### config.mk
export PLATFORM = sky130hd
export DESIGN_NAME = sound_frame_sequencer
export DESIGN_NICKNAME = d
export VERILOG_FILES = /design/src/rtl/sound_frame_sequencer_pkg.sv /design/src/rtl/sound_length_counter.sv /design/src/rtl/sound_frame_sequencer.sv
export SDC_FILE = /design/constraint.sdc
export NUM_CORES = 1
export LEC_CHECK = 0
export CORE_UTILIZATION = 50
export DETAILED_ROUTE_END_ITERATION = 8
export PLACE_DENSITY = 0.85
export SLEW_MARGIN = 40
export SYNTH_ARGS = -nofsm -noshare
export SYNTH_HDL_FRONTEND = slang
export SYNTH_SLANG_ARGS = --single-unit
### constraint.sdc
create_clock -name I_CLK -period 3.16 [get_ports I_CLK]
set_input_delay 0.316 -clock I_CLK [delete_from_list [all_inputs] [get_ports I_CLK]]
set_output_delay 0.316 -clock I_CLK [all_outputs]
set_load 0.02 [all_outputs]
### src/rtl/sound_frame_sequencer_pkg.sv
// Shared sound constants: divider default, per-step strobe maps and length counter limits.
package sound_frame_sequencer_pkg;

  localparam int CLKS_PER_STEP_DEFAULT = 64453;
  localparam int DIV_W = 17;

  localparam logic [2:0] STEP_RESET = 3'd7;

  // Bit n set means the strobe fires on entering step n.
  localparam logic [7:0] LEN_STEPS   = 8'b0101_0101;
  localparam logic [7:0] SWEEP_STEPS = 8'b0100_0100;
  localparam logic [7:0] ENV_STEPS   = 8'b1000_0000;

  localparam int LEN_MAX_SHORT = 64;
  localparam int LEN_MAX_WAVE  = 256;
  localparam int LEN_W_SHORT   = 6;
  localparam int LEN_W_WAVE    = 8;

  typedef struct packed {
    logic len;
    logic sweep;
    logic env;
  } strobes_t;

  function automatic strobes_t strobes_for_step(input logic [2:0] step);
    strobes_t s;
    s.len   = LEN_STEPS[step];
    s.sweep = SWEEP_STEPS[step];
    s.env   = ENV_STEPS[step];
    return s;
  endfunction

endpackage

### src/rtl/sound_length_counter.sv
// One channel length counter; one extra bit above W holds the full MAX value.
module sound_length_counter
  import sound_frame_sequencer_pkg::*;
#(
  parameter int W = 6
) (
  input  logic         clk,
  input  logic         rst,
  input  logic         load,
  input  logic [W-1:0] data,
  input  logic         trigger,
  input  logic         len_en,
  input  logic         len_tick,
  output logic         active,
  output logic         expired
);

  localparam logic [W:0] MAX = (W == LEN_W_WAVE) ? (W+1)'(LEN_MAX_WAVE) : (W+1)'(LEN_MAX_SHORT);
  localparam logic [W:0] ONE = (W+1)'(1);

  logic [W:0] cnt_q, cnt_d, loaded;
  logic       expired_q, expired_d;

  // Load/trigger take priority over the length tick; trigger only refills an empty counter.
  always_comb begin
    cnt_d     = cnt_q;
    expired_d = 1'b0;
    loaded    = cnt_q;
    if (load) loaded = MAX - {1'b0, data};
    if (trigger && loaded == '0) loaded = MAX;
    if (load || trigger) begin
      cnt_d = loaded;
    end else if (len_tick && len_en && cnt_q != '0) begin
      cnt_d     = cnt_q - ONE;
      expired_d = (cnt_q == ONE);
    end
  end

  always_ff @(posedge clk or posedge rst) begin
    if (rst) begin
      cnt_q     <= '0;
      expired_q <= 1'b0;
    end else begin
      cnt_q     <= cnt_d;
      expired_q <= expired_d;
    end
  end

  assign active  = (cnt_q != '0);
  assign expired = expired_q;

endmodule

### src/rtl/sound_frame_sequencer.sv
// 512 Hz frame sequencer with length/sweep/envelope strobes.
// Length counters are compiled in only when SOUND_SEQ_LENGTH_EN is defined.
module sound_frame_sequencer
  import sound_frame_sequencer_pkg::*;
#(
  parameter int CLKS_PER_STEP = CLKS_PER_STEP_DEFAULT
) (
  input  logic       I_CLK,
  input  logic       I_RESET,
  input  logic       I_MASTER_EN,
  input  logic       I_DIV_RESET,
  input  logic [3:0] I_LEN_LOAD,
  input  logic [7:0] I_LEN_DATA,
  input  logic [3:0] I_LEN_EN,
  input  logic [3:0] I_TRIGGER,
  output logic [2:0] O_STEP,
  output logic       O_LEN_TICK,
  output logic       O_SWEEP_TICK,
  output logic       O_ENV_TICK,
  output logic [3:0] O_LEN_ACTIVE,
  output logic [3:0] O_LEN_EXPIRED
);

  localparam logic [DIV_W-1:0] DIV_TC  = DIV_W'(CLKS_PER_STEP - 1);
  localparam logic [DIV_W-1:0] DIV_ONE = DIV_W'(1);

  logic [DIV_W-1:0] div_q, div_d;
  logic [2:0]       step_q, step_d;
  strobes_t         strb_q, strb_d;

  // Master off parks the sequencer at step 7 so the first step after enable is 0.
  always_comb begin
    div_d  = div_q;
    step_d = step_q;
    strb_d = '0;
    if (!I_MASTER_EN) begin
      div_d  = '0;
      step_d = STEP_RESET;
    end else if (I_DIV_RESET) begin
      div_d = '0;
    end else if (div_q == DIV_TC) begin
      div_d  = '0;
      step_d = step_q + 3'd1;
      strb_d = strobes_for_step(step_d);
    end else begin
      div_d = div_q + DIV_ONE;
    end
  end

  always_ff @(posedge I_CLK or posedge I_RESET) begin
    if (I_RESET) begin
      div_q  <= '0;
      step_q <= STEP_RESET;
      strb_q <= '0;
    end else begin
      div_q  <= div_d;
      step_q <= step_d;
      strb_q <= strb_d;
    end
  end

  assign O_STEP       = step_q;
  assign O_LEN_TICK   = strb_q.len;
  assign O_SWEEP_TICK = strb_q.sweep;
  assign O_ENV_TICK   = strb_q.env;

`ifdef SOUND_SEQ_LENGTH_EN
  // Channel 3 (index 2) is the wave channel with the wider 8-bit length.
  for (genvar n = 0; n < 4; n++) begin : g_len
    localparam int W = (n == 2) ? LEN_W_WAVE : LEN_W_SHORT;
    sound_length_counter #(.W(W)) u_len (
      .clk      (I_CLK),
      .rst      (I_RESET),
      .load     (I_LEN_LOAD[n]),
      .data     (I_LEN_DATA[W-1:0]),
      .trigger  (I_TRIGGER[n]),
      .len_en   (I_LEN_EN[n]),
      .len_tick (strb_q.len),
      .active   (O_LEN_ACTIVE[n]),
      .expired  (O_LEN_EXPIRED[n])
    );
  end
`else
  logic unused_len;
  assign unused_len    = ^{I_LEN_LOAD, I_LEN_DATA, I_LEN_EN, I_TRIGGER};
  assign O_LEN_ACTIVE  = '0;
  assign O_LEN_EXPIRED = '0;
`endif

endmodule

---- Word level (Yosys, flattened, before mapping) ----
Memory sizes are Yosys's and may differ from the RTL's.
Cells that the tools add are included.
cells by class
  add/sub/neg operators ................... 2
  multiplexer cells ....................... 12
  reductions and logical operators ........ 1
  eq/ne operators ......................... 3
  order comparisons ....................... 1
operators with widths
  cell                                                                           count
  17-bit 2-to-1 mux                                                              3
  3-bit 2-to-1 mux                                                               6
  17-bit by 1-bit adder with 17-bit output (second input constant)               1
  17-bit by 16-bit == test with 1-bit output (second input constant)             1
  3-bit by 4-bit less-than comparator with 1-bit output (second input constant)  1
  3-bit by 1-bit adder with 3-bit output (second input constant)                 1
  1-bit 2-to-1 mux                                                               3
  2-bit by 1-bit != test with 1-bit output (second input constant)               1
  2-bit != test (second input constant)                                          1
  2-bit AND reduction                                                            1
word-level totals
  register bits ........................... 23
  input bits .............................. 24
  ROM bits ................................ 24
  output and inout port bits .............. 14
  memories ................................ 3
memory list
  name              depth  bits a word  read ports  clocked after Yosys merged registers in  write ports  line                             text
  (name not given)  8      1            1           0                                        0            sound_frame_sequencer_pkg.sv:29  s.env = ENV_STEPS[step];
  (name not given)  8      1            1           0                                        0            sound_frame_sequencer_pkg.sv:28  s.sweep = SWEEP_STEPS[step];
  (name not given)  8      1            1           0                                        0            sound_frame_sequencer_pkg.sv:27  s.len = LEN_STEPS[step];

---- Logic depth before layout (Yosys ltp) ----
Gate-level depths: netlist (run 1).
  depth in word-level cells ............... 6
  mapped depth ............................ 7

---- Worst setup path before layout (run 1) ----
Ideal clock, no wire load.
  path kind ............................... register -> register
  start point ............................. reg div_q[0]
  end point ............................... reg div_q[10]
  clock period less this slack ............ 1554 ps
  path buffers ............................ 1
  path slack .............................. 1606 ps
  data arrival time ....................... 1436 ps
  setup time .............................. 118 ps
  cell stages (with the launch flop) ...... 8
  path through ............................ dfrtp_1 inv_1 ha_1 nor4bb_1 and4_1 nand3b_4 buf_6 nor2_1
between the ends
  word-level cells in the longest chain between the ends .. 4
  elaborated cells between the ends (all ways) .. 5
  classes of those cells .................. 1 x add/sub; 1 x eq/ne; 3 x mux
ends and longest elaborated chain
  what                                                                                                    line                                                      text
  start, declared                                                                                         sound_frame_sequencer.sv:27                               logic [DIV_W-1:0] div_q, div_d;
  start signal, assigned                                                                                  sound_frame_sequencer.sv:56                               div_q <= div_d;
  17-bit by 1-bit adder with 17-bit output or 17-bit by 16-bit == test with 1-bit output (tied branches)  sound_frame_sequencer.sv:46, sound_frame_sequencer.sv:41
  17-bit 2-to-1 mux *                                                                                     sound_frame_sequencer.sv:41                               end else if (div_q == DIV_TC) begin
  17-bit 2-to-1 mux *                                                                                     sound_frame_sequencer.sv:39                               end else if (I_DIV_RESET) begin
  17-bit 2-to-1 mux *                                                                                     sound_frame_sequencer.sv:36                               if (!I_MASTER_EN) begin
  via div_d[10]                                                                                           sound_frame_sequencer.sv:27
The timed path passes the listed nets; every way through them passes the cells marked *.
A chain may end at the register's enable or synchronous reset.

---- Worst setup path after layout (run 1) ----
  start point ............................. reg step_q[0] (netlist: O_STEP[0])
  end point ............................... out O_STEP[0]
RTL lines
  what                    line                         text
  start, declared         sound_frame_sequencer.sv:28  logic [2:0] step_q, step_d;
  start signal, assigned  sound_frame_sequencer.sv:57  step_q <= step_d;
  end, declared           sound_frame_sequencer.sv:16  output logic [2:0] O_STEP,
No word-level cell between the ends.

==> results.py, run 1 <==
metrics = {
    "synth": {
        "synth_seq_cells": 23,
        "synth-main-ff-cell": "dfrtp_1",
        "synth_edf_count": 0,
        "synth.avg_cell_area_um2": 10.0,
        "ys_warn_count": 0,
        "syn_area_mm2": 0.00126,
        "synth_seq_area_share_pct": 45.8,
        "async_flop_share_pct": 100,
        "netlist_instances": 126,
        "synth.distinct_cells": 28,
    },
    "cells_and_area": {
        "areaGrowthSynthToFinish_pct": 6.93,
        "nNetsFinal": 164,
        "fillerInstances": 210,
        "final_common_cell": "dfrtp_1",
        "diodes": 0,
        "drive_gt1_share_pct": 7.46,
        "final_cell_mix": "20 x dfrtp_1, 14 x nor2_1, 11 x xor2_1, 9 x clkdlybuf4s50_1",
    },
    "clocking": {
        "htree_levels": 1,
        "cts_buffer_depth": 2,
        "cts_buffers": 3,
        "cts-root-buf": "clkbuf_4",
        "numClockSinks": 23,
        "ctsHoldBuffers": 0,
        "cts_tree": "built",
        "path_clk_slew_ns": 0.13,
        "clkLatencyLatePin_ns": 0.32,
        "cts_resized": 0,
        "cts_setup_buffers": 0,
    },
    "route": {
        "ant_nets": 0,
        "wl_per_cell_um": 13.5,
        "drtIter0Drc": 13,
        "viasPerCell": 5.59,
        "num_vias": 905,
        "drc": 0,
        "wirelength_mm": 2.18,
        "first_pass_iters": 4,
    },
    "critical_path": {
        "reg2reg_to": "div_q[6]",
        "r2r_cells": 6,
        "worstPathRequired_ns": 2.84,
        "cp_max_fo": 7,
        "start_kind": "register",
        "crit_buf_inv": 1,
        "path_cells": "clkdlybuf4s50_1",
        "critPathCaptureType": "output port",
        "rr_startpoint": "div_q[0]",
        "reg2reg_slack_ns": 1.43,
        "slowest_delay_ns": 0.62,
        "critPathKind": "reg2out",
        "critPathTopFamily": "buffers and inverters",
        "slowest_stage": "clkdlybuf4s50_1",
        "arrival_ns": 1.55,
    },
    "sta": {
        "slew_viol_final": 0,
        "hold_viol_final": 0,
        "fin_crit_sh_pct": 58.9,
        "fin_ws_ns": 1.30,
        "setup_viol": 0,
        "period_minus_slack_ns": 1.86,
        "finClkSkew_ns": 0.00621,
        "rsz0062_at_grt": "false",
        "setup_tns_ns": 0,
        "fmax_mhz": 537,
    },
    "floorplanning": {
        "initial_core_util_pct": 55.0,
        "io_pins": 38,
        "die_w_um": 52.3,
        "core_mm2": 0.00230,
        "rows": 17,
        "die_h_um": 52.3,
        "dieArea_mm2": 0.00273,
    },
    "placed_design": {
        "dp_hpwl_mm": 1.58,
        "gp_congestion": 0.743,
        "place_ws_ns": 1.45,
        "io_buffers": 9,
    },
    "power": {
        "ir_drop_mv": 0.211,
        "p_per_area_mw_per_mm2": 343,
        "p_leak_nw": 0.610,
        "p_total_w": 0.000463,
    },
    "run": {
        "cap_violations": 0,
    },
    "grt": {
        "grt_pass1_wl_mm": 3.75,
        "antenna_found_initial": 0,
        "grt_overflow": 0,
        "grt.total_usage_pct": 18.8,
        "grt_pass1_vias": 888,
        "grt_max_degree": 24,
    },
    "run_status": {
        "status": "finished clean",
    },
    "worst_hold_path": {
        "min_path_type": "in2async",
    },
}
[where the power goes]
part | internal [W] | switching [W] | total, W
Combinational | 0.00000634 | 0.0000229 | 0.0000292
Clock | 0.0000474 | 0.0000895 | 0.000137
Sequential | 0.000296 | 0.00000111 | 0.000297
[metal layers]
layer	vias up	GRT usage, %	share of wire (%)
met2	17	34.2	52
li1	437	-	-
met3	3	3.48	3.3
met5	-	0	0
met1	448	21.9	43
met4	0	6.58	1.2
[worst max-delay path by stage]
stage,start,to,slack [ns],depth (start not counted)
after CTS,O_STEP[0],O_STEP[0],1.29,1
after global routing,O_STEP[0],O_STEP[0],1.25,1
after floorplan,div_q[0],div_q[10],1.61,7
after global placement,div_q[0],div_q[6],1.52,6
final,O_STEP[0],O_STEP[0],1.30,1
after detailed placement,div_q[0],div_q[15],1.45,6
[through the flow]
step                instance area [um2]  utilization (%)  cells  hold slack (ns)
floorplan                          1290                -    133            0.316
global placement                   1320             57.6    158            0.464
detailed placement                 1320             57.6    158            0.487
CTS                                1350             58.8    162            0.338
global route                       1350             58.8    162            0.374
finish                             1350             58.8    162            0.331
[cells by family (layout without fill, tap and decap cells)]
family	count (synthesis)	count (layout)	share of synthesized area [%]
flip-flops	23	23	45.8
other	1	8	0.297
adder cells (fa/ha/maj)	5	5	4.95
AO/OA/AOI/OAI	13	13	5.64
XOR/XNOR	12	12	8.32
buffers and inverters	19	20	9.31
AND/OR/NAND/NOR	53	53	25.6
[final cells by class]
cell class,count,area [um2],share of cell area [%]
well taps,28,35.0,2.59
clock inverters,1,5.00,0.370
repair buffers,9,90.1,6.67
flip-flops and latches,23,579,42.9
multi-input cells,91,593,43.9
clock buffers,3,22.5,1.67
inverters,7,26.3,1.94
[cells in the mapped netlist, drive strengths merged (3+ instances only)]
library cell  number  area share, %
or4                3            1.8
xor2              11            7.6
nand2              5            1.5
buf               11            6.9
and3               5            2.5
inv                7            2.1
dfrtp             20             40
ha                 5            5.0
dfstp              3            6.2
nor2              14            4.2
o21ai              5            2.0
and4               6            4.2
a21oi              5            2.0
nand3              9            4.6
nand4              4            2.0
[sequential cells by signal, indices dropped and copies added, names as in the netlist]
signal and cells:
O_ENV_TICK 1, O_LEN_TICK 1, O_STEP 3, O_SWEEP_TICK 1, div_q 17
No activity file was read; power rests on OpenSTA's default activity.
==> inputs of run 2 (changes only) <==
--- a/config.mk
+++ b/config.mk
@@ -5,9 +5,9 @@
 export SDC_FILE = /design/constraint.sdc
 export NUM_CORES = 1
 export LEC_CHECK = 0
-export CORE_UTILIZATION = 50
+export CORE_UTILIZATION = 42
 export DETAILED_ROUTE_END_ITERATION = 8
-export PLACE_DENSITY = 0.85
+export PLACE_DENSITY = 0.77
 export SLEW_MARGIN = 40
 export SYNTH_ARGS = -nofsm -noshare
 export SYNTH_HDL_FRONTEND = slang
==> constraint.sdc (replaced) <==
create_clock -name I_CLK -period 1.7 [get_ports I_CLK]
set_input_delay 0.17 -clock I_CLK [delete_from_list [all_inputs] [get_ports I_CLK]]
set_output_delay 0.17 -clock I_CLK [all_outputs]
set_load 0.02 [all_outputs]
==> run 2 against run 1 <==
Net effect: the run now ends with DRC left; clock power is 90% higher; global-route usage shrank 3.0 points; clock skew fell by 0.0056 ns; critical path depth increased by 5; cell area grew 4.8%; critical path type is now reg2reg; largest power group unchanged; highest routed layer is now met3.
==> results.py, run 2 (synthesized netlist as in run 1, its figures left out) <==
metrics = {
    "cells_and_area": {
        "top_register": "div_q",
        "final_cell_mix": "20 x dfrtp_1, 14 x nor2_1, 11 x xor2_1, 8 x nand3_1, 8 x conb_1",
        "areaGrowthSynthToFinish_pct": 12.1,
        "diodes": 0,
        "largest_reg_flops": 17,
        "final_common_cell": "dfrtp_1",
        "drive_gt1_share_pct": 10.8,
        "nNetsFinal": 169,
    },
    "route": {
        "drc": 2,
        "viasPerCell": 5.30,
        "wl_per_cell_um": 13.8,
        "wirelength_mm": 2.35,
        "first_pass_iters": 6,
        "drtIter0Drc": 20,
        "num_vias": 901,
        "ant_nets": 0,
    },
    "critical_path": {
        "critPathCaptureType": "register",
        "slowest_stage": "dfrtp_1",
        "path_cells": "inv_1 > ha_1 > nor4bb_1 > and4_4 > and2_1 > and4_1",
        "crit_buf_inv": 1,
        "start_kind": "register",
        "cp_max_fo": 7,
        "arrival_ns": 1.89,
        "worstPathRequired_ns": 1.96,
        "critPathTopFamily": "simple AND/OR/NAND/NOR gates",
        "slowest_delay_ns": 0.41,
        "critPathKind": "reg2reg",
    },
    "sta": {
        "fin_crit_sh_pct": 96.1,
        "period_minus_slack_ns": 1.63,
        "fin_ws_ns": 0.0659,
        "setup_viol": 0,
        "hold-worst-slack_ns": 0.182,
        "slew_viol_final": 0,
        "fmax_mhz": 612,
        "hold_viol_final": 0,
        "rsz0062_at_grt": "false",
        "setup_tns_ns": 0,
        "finClkSkew_ns": 0.000633,
    },
    "floorplanning": {
        "io_pins": 38,
        "core_mm2": 0.00281,
        "rows": 19,
        "dieArea_mm2": 0.00323,
        "die_w_um": 56.9,
        "die_h_um": 56.9,
        "initial_core_util_pct": 45.0,
    },
    "clocking": {
        "path_clk_slew_ns": 0.13,
        "cts_buffers": 3,
        "clkLatencyLatePin_ns": 0.31,
        "cts-root-buf": "clkbuf_4",
        "cts_setup_buffers": 0,
        "cts_buffer_depth": 2,
        "numClockSinks": 23,
        "htree_levels": 1,
        "ctsHoldBuffers": 0,
        "cts_tree": "built",
    },
    "run": {
        "cap_violations": 0,
    },
    "grt": {
        "grt_pass1_vias": 881,
        "grt_overflow": 0,
        "grt_max_degree": 24,
        "grt.total_usage_pct": 15.8,
        "antenna_found_initial": 0,
        "grt_pass1_wl_mm": 4.00,
    },
    "placed_design": {
        "dp_hpwl_mm": 1.65,
        "place_ws_ns": 0.000266,
        "io_buffers": 9,
        "gp_congestion": 0.850,
    },
    "power": {
        "p_per_area_mw_per_mm2": 617,
        "p_total_w": 0.000874,
        "ir_drop_mv": 0.629,
        "p_leak_nw": 0.644,
    },
    "run_status": {
        "failed_checks": "DRC",
        "status": "finished, violations left",
    },
    "worst_hold_path": {
        "min_path_type": "in2async",
    },
}
-- run 2: cell types whose count changed in the layout (fill, tap and decap cells not counted) --
cell | before | now
and4_1 | 6 | 5
dlymetal6s2s_1 | 0 | 2
inv_2 | 1 | 0
clkbuf_1 | 0 | 1
dlygate4sd2_1 | 0 | 1
inv_1 | 6 | 7
and4_4 | 0 | 1
nand3b_4 | 1 | 2
nor4b_2 | 0 | 1
nor4b_1 | 1 | 0
clkdlybuf4s50_1 | 9 | 6
clkinv_2 | 1 | 0
buf_4 | 0 | 4
-- run 2: worst paths after layout --
| path | cells past startpoint | slack (ns) | end | start |
|---|---|---|---|---|
| worst min-delay path | 3 | 0.18 | O_SWEEP_TICK | I_RESET |
| worst max register to register | 6 | 0.07 | O_ENV_TICK | div_q[1] |
| min in group I_CLK | 2 | 0.54 | div_q[0] | div_q[0] |
| worst max-delay path | 6 | 0.07 | O_ENV_TICK | div_q[1] |
| max in group asynchronous | 3 | 1.24 | O_STEP[2] | I_RESET |
| worst min register to register | 2 | 0.54 | div_q[0] | div_q[0] |
-- run 2: what timing repair did --
item,CTS,global route
resized for setup,1,6
cloned,1,0
endpoints found under the setup margin,6,24
-- run 2: report_power, final --
part / internal [W] / leakage (nW) / total, W / switching (W)
Combinational: 0.0000166 / 0.319 / 0.0000633 / 0.0000467
Sequential: 0.000550 / 0.310 / 0.000551 / 0.00000129
Clock: 0.0000918 / 0.0150 / 0.000260 / 0.000168
Total: 0.000658 / 0.644 / 0.000874 / 0.000216
-- run 2: per-layer routing --
layer | track usage (%) | up-vias | wire length [um]
li1 | - | 449 | -
met1 | 20.2 | 437 | 1050
met2 | 27.4 | 15 | 1200
met3 | 4.84 | 0 | 103
met4 | 1.39 | 0 | 0
met5 | 0 | - | 0
-- run 2: per-stage QoR --
stage / std cells / utilization [%] / cell area (um2)
3_3_place_gp: 165 / 48.4 / 1360
6_report: 170 / 50.5 / 1420
3_5_place_dp: 165 / 48.4 / 1360
4_1_cts: 170 / 49.7 / 1390
5_1_grt: 170 / 50.5 / 1420
2_1_floorplan: 133 / - / 1290
-- run 2: tightest hold or removal path: stages --
cell and delay (ns):
clkdlybuf4s50_1 0.40, inv_1 0.05, buf_4 0.29
-- run 2: layout make-up --
class / instances / area [um2]
Sequential cell: 23 / 579
Fill cell: 268 / 1390
Inverter: 7 / 26.3
Multi-Input combinational cell: 92 / 622
Timing Repair Buffer: 13 / 124
Tap cell: 31 / 38.8
Clock buffer: 4 / 26.3
==> inputs of run 3 (changes only) <==
--- a/config.mk
+++ b/config.mk
@@ -5,9 +5,11 @@
 export SDC_FILE = /design/constraint.sdc
 export NUM_CORES = 1
 export LEC_CHECK = 0
-export CORE_UTILIZATION = 42
+export ABC_CLOCK_PERIOD_IN_PS = 1700
+export CORE_UTILIZATION = 43
+export CTS_BUF_LIST = sky130_fd_sc_hd__clkbuf_4 sky130_fd_sc_hd__clkbuf_8
 export DETAILED_ROUTE_END_ITERATION = 8
-export PLACE_DENSITY = 0.77
+export PLACE_DENSITY = 0.78
 export SLEW_MARGIN = 40
 export SYNTH_ARGS = -nofsm -noshare
 export SYNTH_HDL_FRONTEND = slang
==> run 3 against run 2 <==
Net effect: the run now ends clean; critical path type unchanged; non-clock buffer count did not move; cell area rose by 1.2%; clock-buffer cell count fell by 1; utilization rose by 1.1 points; largest cell class unchanged; largest power group unchanged; via count rose by 4.1%; clock power barely moved; critical path depth fell by 2; power barely moved; worst hold slack got worse by 0.0077 ns.
==> results.py, run 3 (synthesized netlist as in run 1, its figures left out) <==
metrics = {
    "placed_design": {
        "dp_hpwl_mm": 1.59,
        "dp.cells": 165,
        "gp_congestion": 0.845,
        "io_buffers": 9,
    },
    "critical_path": {
        "critPathCaptureType": "register",
        "critPathKind": "reg2reg",
        "arrival_ns": 1.84,
        "reg2reg_slack_ns": 0.12,
        "start_kind": "register",
        "rr_startpoint": "div_q[3]",
        "r2r_cells": 4,
        "reg2reg_to": "O_STEP[0]",
        "cp_max_fo": 5,
        "cpMostUsedCell": "nand3_1",
        "crit_buf_inv": 0,
        "critPathTopFamily": "simple AND/OR/NAND/NOR gates",
        "slowest_delay_ns": 0.47,
        "path_cells": "nor4b_2 > nand3_1 > or4_1 > nand3_1",
        "worstPathRequired_ns": 1.96,
        "slowest_stage": "or4_1",
    },
    "grt": {
        "use_met3_pct": 5.35,
        "grt_overflow": 0,
        "grt_max_degree": 24,
        "gr-usage-met1_pct": 20.3,
        "busiest_layer": "met2",
        "grt_pass1_vias": 881,
        "grt_util_met2_pct": 26.7,
        "antenna_found_initial": 0,
        "grt.total_usage_pct": 16.3,
        "grt_pass1_wl_mm": 3.91,
    },
    "clocking": {
        "cts_tree": "built",
        "ctsHoldBuffers": 0,
        "path_clk_slew_ns": 0.13,
        "clkLatencyLatePin_ns": 0.32,
        "cts_buffers": 3,
        "numClockSinks": 23,
        "htree_levels": 1,
        "cts_buffer_depth": 2,
        "cts-root-buf": "clkbuf_4",
    },
    "cells_and_area": {
        "final_util_pct": 51.6,
        "fillerInstances": 261,
        "diodes": 0,
        "nNetsFinal": 169,
        "final_common_cell": "dfrtp_1",
        "final_cells": 170,
        "areaGrowthSynthToFinish_pct": 13.5,
        "drive_gt1_share_pct": 14.4,
        "largest_reg_flops": 17,
        "top_register": "div_q",
        "final_cell_mix": "19 x dfrtp_1, 14 x nor2_1, 11 x xor2_1, 8 x nand3_1, 8 x conb_1",
    },
    "route": {
        "wl_per_cell_um": 13.7,
        "drtIter0Drc": 14,
        "first_pass_iters": 4,
        "wirelength_mm": 2.33,
        "num_vias": 938,
        "drc": 0,
        "ant_nets": 0,
        "viasPerCell": 5.52,
    },
    "floorplanning": {
        "core_mm2": 0.00278,
        "rows": 19,
        "die_w_um": 56.2,
        "initial_core_util_pct": 45.4,
        "io_pins": 38,
        "die_h_um": 56.2,
        "dieArea_mm2": 0.00316,
    },
    "sta": {
        "hold_viol_final": 0,
        "slew_viol_final": 0,
        "finClkSkew_ns": 0.00298,
        "setup_viol": 0,
        "rsz0062_at_grt": "false",
        "fmax_mhz": 634,
        "period_minus_slack_ns": 1.58,
        "fin_crit_sh_pct": 92.8,
    },
    "power": {
        "p_leak_nw": 0.642,
        "ir_drop_mv": 0.537,
        "p_total_w": 0.000875,
        "p_per_area_mw_per_mm2": 610,
    },
    "worst_hold_path": {
        "min_path_type": "in2async",
    },
    "run_status": {
        "status": "finished clean",
    },
    "run": {
        "cap_violations": 0,
    },
}
run 3: worst max-delay path by stage:
stage	start	endpoint	slack (ns)	cells after the start
floorplan	div_q[0]	div_q[12]	0.15	7
global placement	div_q[1]	div_q[9]	0.08	6
detailed placement	div_q[1]	div_q[6]	-0.04	6
CTS	O_STEP[2]	O_STEP[2]	0.02	1
global route	div_q[3]	O_STEP[0]	0.009	4
finish	div_q[3]	O_STEP[0]	0.12	4
run 3: through the flow:
step	hold WS (ns)	setup WS, ns	area, um2	TNS [ns]
after global placement	0.512	0.0786	1360	0
after detailed placement	0.528	-0.0444	1360	-0.450
final	0.175	0.123	1430	0
after floorplan	0.170	0.146	1290	0
after global routing	0.200	0.00863	1430	0
after CTS	0.173	0.0201	1400	0
run 3: final cells by class:
class                      count  area, um2  area share, %
timing repair buffer          13        120           8.38
sequential                    23        581           40.5
clock inverter                 1       5.00          0.349
inverter                       7       26.3           1.83
clock buffer                   3       22.5           1.57
tap                           31       38.8           2.71
multi-input combinational     92        641           44.7
run 3: what timing repair did:
action                                  in CTS  in global routing
endpoints found under the setup margin      20                 23
gates resized for setup                      4                  8
pin swaps                                    1                  2
endpoints found under the hold margin        0                  0
gates cloned                                 1                  0
setup buffers                                0                  0
run 3: power by group:
| group | switching [W] | internal [W] |
|---|---|---|
| Sequential | 0.00000140 | 0.000550 |
| Clock | 0.000170 | 0.0000882 |
| Combinational | 0.0000475 | 0.0000178 |
| Total | 0.000219 | 0.000656 |
run 3: per-layer routing:
layer	vias up	part of all wire, %	routed length (um)
met1	471	46	1070
met2	17	49	1150
met5	-	0	0
met3	4	3.7	86
met4	0	1.4	33
li1	446	-	-
run 3: worst min-delay path: stages:
cell and delay (ns):
clkdlybuf4s50_1 0.39, inv_1 0.05, buf_4 0.29
